--- src/rtl/bg_scroll_renderer_if.sv ---
// Scroll-update handshake between a scroll controller (master) and bg_scroll_renderer (slave).
interface bg_scroll_renderer_if;
    logic [9:0] scroll_x;
    logic [9:0] scroll_y;
    logic       scroll_valid;
    logic       scroll_ready;
    logic       frame_applied;

    modport master (
        output scroll_x,
        output scroll_y,
        output scroll_valid,
        input  scroll_ready,
        input  frame_applied
    );

    modport slave (
        input  scroll_x,
        input  scroll_y,
        input  scroll_valid,
        output scroll_ready,
        output frame_applied
    );
endinterface

--- src/rtl/bg_scroll_renderer.sv ---
// Scrolling, wrap-around background renderer: screen coords -> ROM address -> palette -> registered RGB.
// Optional transparent-key output enabled by defining BG_TRANSPARENT_KEY_EN.
module bg_scroll_renderer #(
    parameter int unsigned IMG_W       = 320,
    parameter int unsigned IMG_H       = 240,
    parameter int unsigned SCALE_SHIFT = 1,
    parameter int unsigned IDX_W       = 4,
    parameter int unsigned ADDR_W      = 17
`ifdef BG_TRANSPARENT_KEY_EN
    ,
    parameter int unsigned KEY_IDX     = 0
`endif
) (
    input  logic              vga_clk,
    input  logic              reset_n,
    input  logic [9:0]        DrawX,
    input  logic [9:0]        DrawY,
    input  logic              blank,
    bg_scroll_renderer_if.slave scroll,
    output logic [ADDR_W-1:0] rom_address,
    input  logic [IDX_W-1:0]  rom_q,
    output logic [IDX_W-1:0]  pal_index,
    input  logic [3:0]        pal_red,
    input  logic [3:0]        pal_green,
    input  logic [3:0]        pal_blue,
    output logic [3:0]        red,
    output logic [3:0]        green,
    output logic [3:0]        blue
`ifdef BG_TRANSPARENT_KEY_EN
    ,
    output logic              opaque
`endif
);

    logic [9:0]        act_x_q, act_x_d;
    logic [9:0]        act_y_q, act_y_d;
    logic [9:0]        pend_x_q, pend_x_d;
    logic [9:0]        pend_y_q, pend_y_d;
    logic              pending_q, pending_d;
    logic              frame_applied_q, frame_applied_d;
    logic [ADDR_W-1:0] rom_address_q, rom_address_d;
    logic              blank_p1_q, blank_p1_d;
    logic              blank_p2_q, blank_p2_d;
    logic [3:0]        red_q, red_d;
    logic [3:0]        green_q, green_d;
    logic [3:0]        blue_q, blue_d;
`ifdef BG_TRANSPARENT_KEY_EN
    logic              opaque_q, opaque_d;
`endif

    logic              frame_start;
    logic              xfer;
    logic [9:0]        req_x, req_y;
    logic [9:0]        dx_s, dy_s;
    logic [10:0]       ix_sum, iy_sum;
    logic [10:0]       ix, iy;

    // Scroll handshake: out-of-range offsets collapse to 0; updates only land at frame start.
    always_comb begin
        frame_start     = (DrawX == 10'd0) && (DrawY == 10'd0);
        xfer            = scroll.scroll_valid && !pending_q;
        req_x           = (32'(scroll.scroll_x) >= IMG_W) ? '0 : scroll.scroll_x;
        req_y           = (32'(scroll.scroll_y) >= IMG_H) ? '0 : scroll.scroll_y;

        act_x_d         = act_x_q;
        act_y_d         = act_y_q;
        pend_x_d        = pend_x_q;
        pend_y_d        = pend_y_q;
        pending_d       = pending_q;
        frame_applied_d = 1'b0;

        if (frame_start) begin
            if (pending_q) begin
                act_x_d         = pend_x_q;
                act_y_d         = pend_y_q;
                pending_d       = 1'b0;
                frame_applied_d = 1'b1;
            end else if (xfer) begin
                act_x_d         = req_x;
                act_y_d         = req_y;
                frame_applied_d = 1'b1;
            end
        end else if (xfer) begin
            pend_x_d  = req_x;
            pend_y_d  = req_y;
            pending_d = 1'b1;
        end
    end

    // Address stage: offsets are always < image size, so one conditional subtract wraps.
    always_comb begin
        dx_s          = DrawX >> SCALE_SHIFT;
        dy_s          = DrawY >> SCALE_SHIFT;
        ix_sum        = {1'b0, dx_s} + {1'b0, act_x_q};
        iy_sum        = {1'b0, dy_s} + {1'b0, act_y_q};
        ix            = (32'(ix_sum) >= IMG_W) ? (ix_sum - 11'(IMG_W)) : ix_sum;
        iy            = (32'(iy_sum) >= IMG_H) ? (iy_sum - 11'(IMG_H)) : iy_sum;
        rom_address_d = ADDR_W'(iy) * ADDR_W'(IMG_W) + ADDR_W'(ix);
    end

    // Colour stage: blank travels two flops to line up with rom_q, the ROM having one cycle of latency.
    always_comb begin
        blank_p1_d = blank;
        blank_p2_d = blank_p1_q;
`ifdef BG_TRANSPARENT_KEY_EN
        opaque_d   = (rom_q != IDX_W'(KEY_IDX));
        if (blank_p2_q && opaque_d) begin
`else
        if (blank_p2_q) begin
`endif
            red_d   = pal_red;
            green_d = pal_green;
            blue_d  = pal_blue;
        end else begin
            red_d   = '0;
            green_d = '0;
            blue_d  = '0;
        end
    end

    always_ff @(posedge vga_clk) begin
        if (!reset_n) begin
            act_x_q         <= '0;
            act_y_q         <= '0;
            pend_x_q        <= '0;
            pend_y_q        <= '0;
            pending_q       <= 1'b0;
            frame_applied_q <= 1'b0;
            rom_address_q   <= '0;
            blank_p1_q      <= 1'b0;
            blank_p2_q      <= 1'b0;
            red_q           <= '0;
            green_q         <= '0;
            blue_q          <= '0;
`ifdef BG_TRANSPARENT_KEY_EN
            opaque_q        <= 1'b0;
`endif
        end else begin
            act_x_q         <= act_x_d;
            act_y_q         <= act_y_d;
            pend_x_q        <= pend_x_d;
            pend_y_q        <= pend_y_d;
            pending_q       <= pending_d;
            frame_applied_q <= frame_applied_d;
            rom_address_q   <= rom_address_d;
            blank_p1_q      <= blank_p1_d;
            blank_p2_q      <= blank_p2_d;
            red_q           <= red_d;
            green_q         <= green_d;
            blue_q          <= blue_d;
`ifdef BG_TRANSPARENT_KEY_EN
            opaque_q        <= opaque_d;
`endif
        end
    end

    assign scroll.scroll_ready  = !pending_q;
    assign scroll.frame_applied = frame_applied_q;
    assign rom_address          = rom_address_q;
    assign pal_index            = rom_q;
    assign red                  = red_q;
    assign green                = green_q;
    assign blue                 = blue_q;
`ifdef BG_TRANSPARENT_KEY_EN
    assign opaque               = opaque_q;
`endif

endmodule

--- src/flat_wrapper.sv ---
// flat-port wrapper written by rule: the top's interface ports become plain ports
module bg_scroll_renderer_flat 
#(
    parameter int unsigned IMG_W       = 320,
    parameter int unsigned IMG_H       = 240,
    parameter int unsigned SCALE_SHIFT = 1,
    parameter int unsigned IDX_W       = 4,
    parameter int unsigned ADDR_W      = 17

)
  (vga_clk, reset_n, DrawX, DrawY, blank, rom_address, rom_q, pal_index, pal_red, pal_green, pal_blue, red, green, blue, scroll_scroll_x, scroll_scroll_y, scroll_scroll_valid, scroll_scroll_ready, scroll_frame_applied);
  bg_scroll_renderer_if scroll_i ();
  input  logic vga_clk;
  input  logic reset_n;
  input  logic [9:0] DrawX;
  input  logic [9:0] DrawY;
  input  logic blank;
  output logic [ADDR_W-1:0] rom_address;
  input  logic [IDX_W-1:0] rom_q;
  output logic [IDX_W-1:0] pal_index;
  input  logic [3:0] pal_red;
  input  logic [3:0] pal_green;
  input  logic [3:0] pal_blue;
  output logic [3:0] red;
  output logic [3:0] green;
  output logic [3:0] blue;
  input wire logic [$bits(scroll_i.scroll_x)-1:0] scroll_scroll_x;
  input wire logic [$bits(scroll_i.scroll_y)-1:0] scroll_scroll_y;
  input wire logic [$bits(scroll_i.scroll_valid)-1:0] scroll_scroll_valid;
  output wire logic [$bits(scroll_i.scroll_ready)-1:0] scroll_scroll_ready;
  output wire logic [$bits(scroll_i.frame_applied)-1:0] scroll_frame_applied;
  assign scroll_i.scroll_x = scroll_scroll_x;
  assign scroll_i.scroll_y = scroll_scroll_y;
  assign scroll_i.scroll_valid = scroll_scroll_valid;
  assign scroll_scroll_ready = scroll_i.scroll_ready;
  assign scroll_frame_applied = scroll_i.frame_applied;
  bg_scroll_renderer #(.IMG_W(IMG_W), .IMG_H(IMG_H), .SCALE_SHIFT(SCALE_SHIFT), .IDX_W(IDX_W), .ADDR_W(ADDR_W)) u_core (.vga_clk(vga_clk), .reset_n(reset_n), .DrawX(DrawX), .DrawY(DrawY), .blank(blank), .scroll(scroll_i), .rom_address(rom_address), .rom_q(rom_q), .pal_index(pal_index), .pal_red(pal_red), .pal_green(pal_green), .pal_blue(pal_blue), .red(red), .green(green), .blue(blue));
endmodule
--- config.mk ---
export PLATFORM = sky130hd
export DESIGN_NAME = bg_scroll_renderer_flat
export DESIGN_NICKNAME = d
export VERILOG_FILES = /design/src/rtl/bg_scroll_renderer_if.sv /design/src/rtl/bg_scroll_renderer.sv /design/src/flat_wrapper.sv
export SDC_FILE = /design/constraint.sdc
export NUM_CORES = 1
export LEC_CHECK = 0
export ABC_CLOCK_PERIOD_IN_PS = 12400
export BUFFER_PORTS_ARGS = -buffer_cell sky130_fd_sc_hd__buf_2
export CAP_MARGIN = 20
export CORE_ASPECT_RATIO = 0.6
export CORE_UTILIZATION = 50
export CTS_CLUSTER_DIAMETER = 60
export DETAILED_ROUTE_END_ITERATION = 16
export GPL_TIMING_DRIVEN = 0
export HOLD_SLACK_MARGIN = 0.05
export PLACE_DENSITY = 0.79
export SLEW_MARGIN = 20
export SYNTH_ARGS = -nofsm -noshare
export SYNTH_HDL_FRONTEND = slang
export SYNTH_SLANG_ARGS = --single-unit
--- constraint.sdc ---
create_clock -name vga_clk -period 12.4 [get_ports vga_clk]
set_input_delay 1.24 -clock vga_clk [delete_from_list [all_inputs] [get_ports vga_clk]]
set_output_delay 1.24 -clock vga_clk [all_outputs]
set_load 0.005 [all_outputs]
==> flow_summary.yaml <==
status:
  status: "completed"
global_route:
  initial_antenna_violation_count: 0
  first_pass_grt_wire_length_mm: 19.6
  grt_use_total_pct: 25.8
  first_global_vias: 4019
  pin_count_of_the_biggest_net_entering_global_routing: 13
  grt.overflow.total: 0
run:
  max-cap-violations: 0
sta:
  final-max-slew-violation-count: 0
  hold_slack_ns: 0.445
  setup_viol: 0
  final_worst_path_period_need_ns: 6.04
  finalCritPeriodShare_pct: 48.7
  slew_headroom_pct: 47.6
  fin_skew_ns: 0.00588
  worst_pin_slew_ns: 0.783
  setup_tns_after_final_layout_ns: 0
  maxClockFrequency_mhz: 166
  rsz0062_at_grt: "no"
  finalHoldViolCount: 0
pwr:
  largest_voltage_drop_on_the_vdd_net_uv: 67.0
  power_density_nw_per_um2: 123
  power_leakage_uw: 0.00265
  power.clock.fraction_pct: 44.2
  p_int_uw: 504
  combPwrFrac_pct: 19.2
  power_uw: 681
  netSwitchingFraction_pct: 25.9
  net-switching-power_uw: 176
  power.share.sequential_pct: 36.5
worst_setup_path:
  r2r_start: "u_core.act_x_q[0]"
  biggest_cell_delay_along_the_critical_path_ns: 0.53
  r2r-end: "u_core.rom_address[16]"
  timing.critical_path.required_ns: 12.63
  crit_fanout: 8
  reg2reg_depth: 24
  crit_path_start_kind: "input port"
  cp.arrival_ns: 6.27
  cpLargestDelayFamily: "adder cells"
  setup.worst_path.end_class: "flop"
  criticalPathCategory: "in -> reg"
  worst_path_max_delay_cell: "xnor2_1"
  regToRegSetupSlack_ns: 7.03
  worstPathBufferInverterCount: 2
  path_cells: "buf_2 -> ha_1 -> inv_1 -> fa_1 -> nor2b_1 -> o31a_1 -> o22ai_1 -> xnor2_1 -> and4_1 -> nor3_2 -> xnor2_1 -> ha_1 -> fa_1 -> a211oi_1 -> or2_2 -> o2111ai_1 -> nor3_1 -> nand2_1 -> xnor3_1 -> mux2i_1"
die:
  initial_util_pct: 52.9
  core_region_area_um2: 8720
  chipWidth_um: 126
  die_area_um2: 9630
  std_cell_rows: 26
  io_pins: 95
  fp.dieH_um: 76.4
cts:
  cts_root_buffer: "clkbuf_16"
  tritoncts_clock_tree: "yes"
  cts.sinks: 73
  postCtsResizedCells: 0
  clkLatencyLatePin_ns: 0.34
  max-clock-path-buffers: 2
  tritoncts.num_buffers: 9
  clock_tree.htree_level_count: 3
  cts_setup_buffers: 0
  postCtsHoldBufs: 0
  clkSlewWorstSetupHoldPaths_ns: 0.06
placed_design:
  gp_routability_congestion: 0.940
  portBuffers: 90
  post-dp-hpwl_mm: 9.42
min_path:
  hold_path_class: "reg -> reg"
  whs_endpoint: "u_core.blank_p2_q"
  hp-start: "u_core.blank_p1_q"
  hold-path-cell-count: 1
synth:
  synthesis.nets: 636
  ys.warnings.count: 0
  synth_edf_count: 0
  mappedNetlistArea_um2: 4610
  synth-seq-area-share_pct: 31.7
  avgSynthCellArea_um2: 8.69
  synth.distinct_cells: 64
  synthesis.instances: 531
  ys.flop_type: "dfxtp_1"
  postSynth.asyncResetShare_pct: 0
  post_synthesis_sequential_element_count: 73
detailed_routing:
  routedWlPerCell_um: 16.1
  detail_route.first_pass.iterations: 5
  drt_first_iter_violations: 288
  drt-total-wl_mm: 12.0
  routed-via-count: 4350
  post-route-drc-count: 0
  vias_per_cell: 5.82
  antenna_left: 0
finish:
  areaGrowthSynthToFinish_pct: 20.2
  final_core_utilization_pct: 63.6
  antenna_cells: 0
  final_net_count: 737
  drive_above_1_share_pct: 19.3
## synthesized netlist by cell type, drive strengths merged (8+ instances only)
cell / instances / area, um^2
a21oi: 19 / 95.1
and2: 31 / 194
and3: 20 / 125
clkbuf: 22 / 83.8
dfxtp: 73 / 1460
ha: 41 / 513
inv: 21 / 78.8
nand2: 60 / 225
nor2: 20 / 75.1
nor3: 12 / 65.1
nor4: 10 / 68.8
o211a: 18 / 180
o211ai: 21 / 158
o21ai: 41 / 205
o21bai: 8 / 60.1
xnor2: 20 / 183
## worst max-delay path by stage
stage | cells after the start | start | end | slack, ns
after floorplan | 24 | DrawX[1] | u_core.rom_address[16] | 6.84
after global placement | 25 | DrawX[1] | u_core.rom_address[16] | 6.20
after detailed placement | 20 | DrawY[1] | u_core.rom_address[16] | 6.11
after CTS | 20 | DrawY[1] | u_core.rom_address[16] | 6.46
after global routing | 25 | DrawX[1] | u_core.rom_address[16] | 6.04
final | 20 | DrawY[1] | u_core.rom_address[16] | 6.36
## routing by layer
metal	global-route usage, %	up-vias	part of all wire (%)
li1	-	2130	-
met1	36.4	2030	50
met2	37.3	175	40
met3	8.29	15	8.6
met4	7.47	0	1.1
met5	0	-	0
## logic make-up after synthesis
family / Yosys count / share of synthesized area, %
simple gates: 183 / 20.7
compound gates: 153 / 24.2
flops: 73 / 31.7
buf+inv: 47 / 4.18
fa+ha+maj: 45 / 12.9
xor+xnor: 25 / 5.21
mux: 5 / 1.22
## area by class of cell
cell class	instances	area (um^2)
fill	704	3170
multi-input combinational	411	2960
sequential	73	1460
timing repair buffer	90	450
clock buffer	10	239
tap	112	140
buffer	26	114
clock inverter	5	104
inverter	21	78.8
## power by group through the flow
stage,registers (uW),logic (uW),clock network (uW)
global route,250,145,315
finish,249,131,301
global placement,254,123,0
CTS,249,129,306
detailed placement,254,128,0
floorplan,255,83.7,0
## state kept, by name, indices dropped and copies added, names as in the netlist
register and cells:
u_core.act_x_q 10, u_core.act_y_q 10, u_core.blank_p1_q 1, u_core.blank_p2_q 1, u_core.blue 4, u_core.green 4, u_core.pend_x_q 10, u_core.pend_y_q 10
u_core.pending_q 1, u_core.red 4, u_core.rom_address 17, u_core.scroll.frame_applied 1
## metrics by stage
step | area [um^2] | instances | setup WS (ns)
final | 5550 | 748 | 6.36
after detailed placement | 5200 | 733 | 6.11
after CTS | 5550 | 748 | 6.46
after floorplan | 4610 | 531 | 6.84
after global routing | 5550 | 748 | 6.04
after global placement | 5200 | 733 | 6.20
## cell usage in the layout (no fill, tap or decap), types with 4 or more instances in the layout
cell type  instances
buf_2             90
dfxtp_1           73
nand2_1           60
ha_1              41
o21ai_0           39
and2_1            31
inv_1             21
clkbuf_1          21
o211ai_1          21
and3_1            20
nor2_1            20
a21oi_1           19
xnor2_1           19
o211a_1           18
nor3_1            11
nor4_1             9
clkbuf_16          9
o21bai_1           8
nand3_1            7
o21a_1             7
nor2b_1            7
a211oi_1           6
a21o_1             5
o22ai_1            4
xor2_1             4
fa_1               4
buf_4              4
Note: power is estimated with default switching activity, not from simulation.
